===== src/rtl/router_input_arbiter.sv =====
// rtl/router_input_arbiter.sv - packet-granular round-robin input arbiter with 2-entry skid output
// Optional ARB_BURST_EN: keep the grant for up to MAX_PACKAGES back-to-back packets.
module router_input_arbiter #(
    parameter int DATA_WIDTH   = 32,
    parameter int REN          = 5,
    parameter int CS           = 2,
    parameter int MAX_PACKAGES = 4
) (
    input  logic                      clk,
    input  logic                      rst_n,
    input  logic [REN*DATA_WIDTH-1:0] in_tdata,
    input  logic [REN-1:0]            in_tvalid,
    input  logic [REN-1:0]            in_tlast,
    output logic [REN-1:0]            in_tready,
    output logic [DATA_WIDTH-1:0]     out_tdata,
    output logic                      out_tvalid,
    output logic                      out_tlast,
    output logic [$clog2(REN)-1:0]    out_tid,
    input  logic                      out_tready
);
    localparam int PW = $clog2(REN);

    if (2 * CS > DATA_WIDTH || REN < 2 || MAX_PACKAGES < 1) begin : g_bad_cfg
        $error("router_input_arbiter: header does not fit the flit or bad port/burst count");
    end

    typedef enum logic {IDLE, BUSY} state_t;

    state_t                state, state_nxt;
    logic [PW-1:0]         rr_ptr, rr_nxt;
    logic [PW-1:0]         grant, grant_nxt;
    logic [PW-1:0]         winner, idx;
    logic                  found;
    logic [DATA_WIDTH-1:0] port_data [REN];

    logic [DATA_WIDTH-1:0] mem_data [2];
    logic                  mem_last [2];
    logic [PW-1:0]         mem_tid  [2];
    logic                  wr_ptr, rd_ptr;
    logic [1:0]            skid_cnt;
    logic                  skid_full, push, pop;

`ifdef ARB_BURST_EN
    localparam int CNT_W = $clog2(MAX_PACKAGES) + 1;
    logic [CNT_W-1:0] burst_cnt, cnt_nxt;
`endif

    for (genvar p = 0; p < REN; p++) begin : g_port
        assign port_data[p] = in_tdata[p*DATA_WIDTH +: DATA_WIDTH];
    end

    // Round-robin search starting at rr_ptr, wrapping modulo REN.
    always_comb begin
        winner = '0;
        found  = 1'b0;
        idx    = '0;
        for (int i = 0; i < REN; i++) begin
            idx = PW'((int'(rr_ptr) + i) % REN);
            if (!found && in_tvalid[idx]) begin
                found  = 1'b1;
                winner = idx;
            end
        end
    end

    assign skid_full = (skid_cnt == 2'd2);
    assign push      = (state == BUSY) && in_tvalid[grant] && !skid_full;
    assign pop       = out_tvalid && out_tready;

    always_comb begin
        in_tready = '0;
        if (state == BUSY && !skid_full) begin
            in_tready[grant] = 1'b1;
        end
    end

    always_comb begin
        state_nxt = state;
        grant_nxt = grant;
        rr_nxt    = rr_ptr;
`ifdef ARB_BURST_EN
        cnt_nxt   = burst_cnt;
`endif
        case (state)
            IDLE: begin
                if (found) begin
                    grant_nxt = winner;
                    state_nxt = BUSY;
                end
            end
            BUSY: begin
                if (push && in_tlast[grant]) begin
`ifdef ARB_BURST_EN
                    if (in_tvalid[grant] && (burst_cnt + 1'b1) < CNT_W'(MAX_PACKAGES)) begin
                        cnt_nxt = burst_cnt + 1'b1;
                    end else begin
                        cnt_nxt   = '0;
                        rr_nxt    = (grant == PW'(REN - 1)) ? '0 : grant + 1'b1;
                        state_nxt = IDLE;
                    end
`else
                    rr_nxt    = (grant == PW'(REN - 1)) ? '0 : grant + 1'b1;
                    state_nxt = IDLE;
`endif
                end
            end
            default: state_nxt = IDLE;
        endcase
    end

    always_ff @(posedge clk or negedge rst_n) begin
        if (!rst_n) begin
            state  <= IDLE;
            rr_ptr <= '0;
            grant  <= '0;
`ifdef ARB_BURST_EN
            burst_cnt <= '0;
`endif
        end else begin
            state  <= state_nxt;
            rr_ptr <= rr_nxt;
            grant  <= grant_nxt;
`ifdef ARB_BURST_EN
            burst_cnt <= cnt_nxt;
`endif
        end
    end

    // Skid FIFO: entries are cleared on reset so the idle output reads as zero.
    always_ff @(posedge clk or negedge rst_n) begin
        if (!rst_n) begin
            for (int i = 0; i < 2; i++) begin
                mem_data[i] <= '0;
                mem_last[i] <= 1'b0;
                mem_tid[i]  <= '0;
            end
            wr_ptr   <= 1'b0;
            rd_ptr   <= 1'b0;
            skid_cnt <= 2'd0;
        end else begin
            if (push) begin
                mem_data[wr_ptr] <= port_data[grant];
                mem_last[wr_ptr] <= in_tlast[grant];
                mem_tid[wr_ptr]  <= grant;
                wr_ptr           <= ~wr_ptr;
            end
            if (pop) begin
                rd_ptr <= ~rd_ptr;
            end
            case ({push, pop})
                2'b10:   skid_cnt <= skid_cnt + 2'd1;
                2'b01:   skid_cnt <= skid_cnt - 2'd1;
                default: skid_cnt <= skid_cnt;
            endcase
        end
    end

    assign out_tvalid = (skid_cnt != 2'd0);
    assign out_tdata  = mem_data[rd_ptr];
    assign out_tlast  = out_tvalid && mem_last[rd_ptr];
    assign out_tid    = mem_tid[rd_ptr];

endmodule


===== config.mk =====
export PLATFORM = sky130hd
export DESIGN_NAME = router_input_arbiter
export DESIGN_NICKNAME = d
export VERILOG_FILES = /design/src/rtl/router_input_arbiter.sv
export SDC_FILE = /design/constraint.sdc
export NUM_CORES = 1
export LEC_CHECK = 0
export CAP_MARGIN = 20
export CORE_MARGIN = 2
export CORE_UTILIZATION = 43
export CTS_CLUSTER_SIZE = 28
export DETAILED_ROUTE_END_ITERATION = 12
export PLACE_DENSITY = 0.76
export SETUP_SLACK_MARGIN = 0.2
export SLEW_MARGIN = 5
export SYNTH_ARGS = -nofsm -noshare
export SYNTH_HDL_FRONTEND = slang
export SYNTH_SLANG_ARGS = --single-unit

===== constraint.sdc =====
create_clock -name clk -period 6.2 [get_ports clk]
set_input_delay 1.86 -clock clk [delete_from_list [all_inputs] [get_ports clk]]
set_output_delay 1.86 -clock clk [all_outputs]
set_load 0.02 [all_outputs]

==> results_dict.tcl <==
set metrics [dict create \
    end_kind "flop" \
    cts_resized 0 \
    regArea_um2 2083 \
    dpl.hpwl_um 14280 \
    fmax_mhz 207.1 \
    hp-start "mem_tid[0]" \
    via_per_inst 5.618 \
    power.share.switching_pct 45.68 \
    cts.clk_slew.worst_paths_ns 0.07 \
    rsz0062_at_grt "no" \
    syn_to_final_growth_pct 38.41 \
    first_global_vias 5799 \
    placed_cell_area_um2 8811 \
    worstHoldEndpoint "mem_tid[0]" \
    reg2regPathDepth 17 \
    clk_latency_ns 0.34 \
    synth.avg_cell_area_um2 10.06 \
    io_buffers 214 \
    cts_hold_buffers 0 \
    pwr-share-comb_pct 69.8 \
    fp.dieW_um 127.5 \
    io_pins 215 \
    yosysSeqAreaShare_pct 31.66 \
    final-setup-viol-count 0 \
    hold_depth 2 \
    ys.flop_type "dfrtp_1" \
    async_reset_ff_share_pct 100.0 \
    maxCapViolCount 0 \
    synth_cell_types 70 \
    grt_usage_pct 22.97 \
    vias 5809 \
    drt_wl_total_um 18830 \
    root_buffer "clkbuf_16" \
    setup_tns_ns 0 \
    dr.pass1.iters 5 \
    powerDensity_nw_per_um2 570.3 \
    rr_startpoint "rr_ptr[1]" \
    numCtsBuffers 9 \
    cp_top_family "simple AND/OR/NAND/NOR gates" \
    antenna_found_initial 0 \
    crit_buf_inv 3 \
    tightest_slew_ns 0.9790 \
    total_power_mw 5.179 \
    min_path_type "reg2reg" \
    seqPwrFrac_pct 20.7 \
    min_period_ns 4.828 \
    utilization_pct 60.41 \
    drive_gt1_share_pct 19.15 \
    synth_area_leaders "dfrtp_1, mux2_2, mux2i_1, ha_1, a21oi_1" \
    cts.sinks 83 \
    grt_pass1_wl_um 29680 \
    fillers 1277 \
    synth_nets 851 \
    coreArea_um2 15030 \
    p_sw_mw 2.366 \
    rows 45 \
    htree_levels 3 \
    outcome "finished clean" \
    num-nets-final 1040 \
    overflow 0 \
    path_class "reg2reg" \
    final_cell_mix "clkdlybuf4s50_1, mux2_2, dfrtp_1" \
    cts_tree "yes" \
    instances_no_fill 1034 \
    ant_nets 0 \
    multi_input_area_um2 4207 \
    ir_drop_mv 0.2147 \
    avgRoutedWirePerCell_um 18.21 \
    required_ns 6.41 \
    p_int_mw 2.813 \
    slowest_delay_ns 0.66 \
    critPathLaunchType "flop" \
    clockBufferDepth 2 \
    ys_warn_count 0 \
    p_leak_nw 3.718 \
    synth_edf_count 0 \
    final.period_utilization_pct 77.88 \
    ys_seq_elements 83 \
    gp_congestion 0.8839 \
    postCtsSetupBuffers 0 \
    postLayoutCellArea_um2 9081 \
    layout_commonest_cell "clkdlybuf4s50_1" \
    grt_max_degree 46 \
    drtIter0Drc 384 \
    synth_top_area_share_pct 31.66 \
    hold_viol_final 0 \
    clock_power_share_pct 9.5 \
    syn_inst 652 \
    drc 0 \
    slew_violations 0 \
    antennaDiodeCount 0 \
    dp.cells 1018 \
    rrSetupSlack_ns 1.37 \
    reg2reg_to "grant[2]" \
    worstPathMaxFanout 14 \
    die_h_um 127.5 \
    syn-cell-area_um2 6561 \
    worstPathArrival_ns 5.04 \
    maxSlewHeadroom_pct 34.50 \
    dieArea_um2 16260 \
    yosysTopAreaCell "dfrtp_1" \
    cp_slowest_cell "dfrtp_1" \
    initial_core_util_pct 43.65 \
    skew_ns 0.01119 \
    cp_cell_sequence "inv_1 > ha_1 > inv_1 > ha_1 > or2_2 > o211ai_1 > and2_1 > inv_1 > ha_1 > nand2b_1 > o2111ai_1 > o211a_2 > mux2_1 > and2_1 > or2_1 > a311oi_2 > o22ai_1" \
]
cells in the mapped netlist, drive strengths merged, types with 4 or more instances:
cell type  count
nand2         33
nand2b        11
a21oi         47
a21o           6
and2           4
nor3           5
o211ai         4
o21ai         13
nor4           7
nor2b          4
dfrtp         83
a211oi         6
ha            25
inv           21
clkbuf        27
o2111ai        4
mux4           6
a31oi          5
o22ai         36
mux2i         72
xnor2          7
mux2         109
buf           18
nor2          54
layout make-up:
class | count | share of cell area (%)
multi-input combinational | 503 | 46.32
tap | 188 | 2.590
clock buffer | 11 | 2.563
clock inverter | 5 | 0.4133
sequential | 83 | 22.94
timing repair buffer | 223 | 24.30
inverter | 21 | 0.8680
per-stage QoR:
stage | setup slack (ns) | hold WS, ns
finish | 1.372 | 0.4789
global route | 1.046 | 0.5119
floorplan | 1.867 | 0.4444
detailed placement | 1.380 | 0.4705
global placement | 1.494 | 0.4577
CTS | 1.392 | 0.4849
worst max-delay path by stage:
| stage | start | end | slack, ns | depth (start not counted) |
|---|---|---|---|---|
| 4_1_cts | rr_ptr[1] | grant[2] | 1.39 | 17 |
| 3_5_place_dp | in_tvalid[3] | mem_data[53] | 1.38 | 8 |
| 3_3_place_gp | in_tvalid[3] | mem_data[53] | 1.49 | 8 |
| 2_1_floorplan | rr_ptr[1] | grant[2] | 1.87 | 19 |
| 5_1_grt | rr_ptr[1] | grant[2] | 1.05 | 17 |
| 6_report | rr_ptr[1] | grant[2] | 1.37 | 17 |
layer usage:
| layer | routed length (µm) | up-vias | part of all wire, % | GRT usage (%) |
|---|---|---|---|---|
| met4 | 256 | 0 | 1.4 | 5.624 |
| met2 | 9685 | 191 | 51 | 40.39 |
| met1 | 7881 | 2818 | 42 | 29.17 |
| li1 | - | 2781 | - | - |
| met3 | 1010 | 19 | 5.4 | 4.355 |
| met5 | 0 | - | 0 | 0 |
cells by family after synthesis:
group	after synthesis	synth area share, %
flip-flops	83	31.66
buffers and inverters	66	4.386
multiplexers	187	31.75
adder cells (fa/ha/maj)	26	5.072
XOR/XNOR	10	1.564
AND/OR/NAND/NOR	133	10.18
AO/OA/AOI/OAI	147	15.39
worst reg2reg max path: stages (launching register included):
cell	delay, ns
dfrtp_1	0.66
inv_1	0.28
ha_1	0.61
inv_1	0.20
ha_1	0.27
or2_2	0.32
o211ai_1	0.19
and2_1	0.18
inv_1	0.08
ha_1	0.18
nand2b_1	0.15
o2111ai_1	0.11
o211a_2	0.30
mux2_1	0.35
and2_1	0.18
or2_1	0.26
a311oi_2	0.28
o22ai_1	0.12
flip-flops by register name, summed over array words and instances, names as in the netlist:
register,cells
mem_data,64
mem_tid,6
skid_cnt,2
rd_ptr,1
wr_ptr,1
rr_ptr,3
grant,3
state,1
mem_last,2
power by group through the flow:
stage / sequential, mW / clock, mW / combinational (mW)
final: 1.07 / 0.490 / 3.62
after global routing: 1.11 / 0.525 / 3.91
after CTS: 1.08 / 0.498 / 3.62
after detailed placement: 1.08 / 0 / 3.60
after global placement: 1.07 / 0 / 3.57
after floorplan: 0.915 / 0 / 2.70
Note: power is estimated with default switching activity, not from simulation.
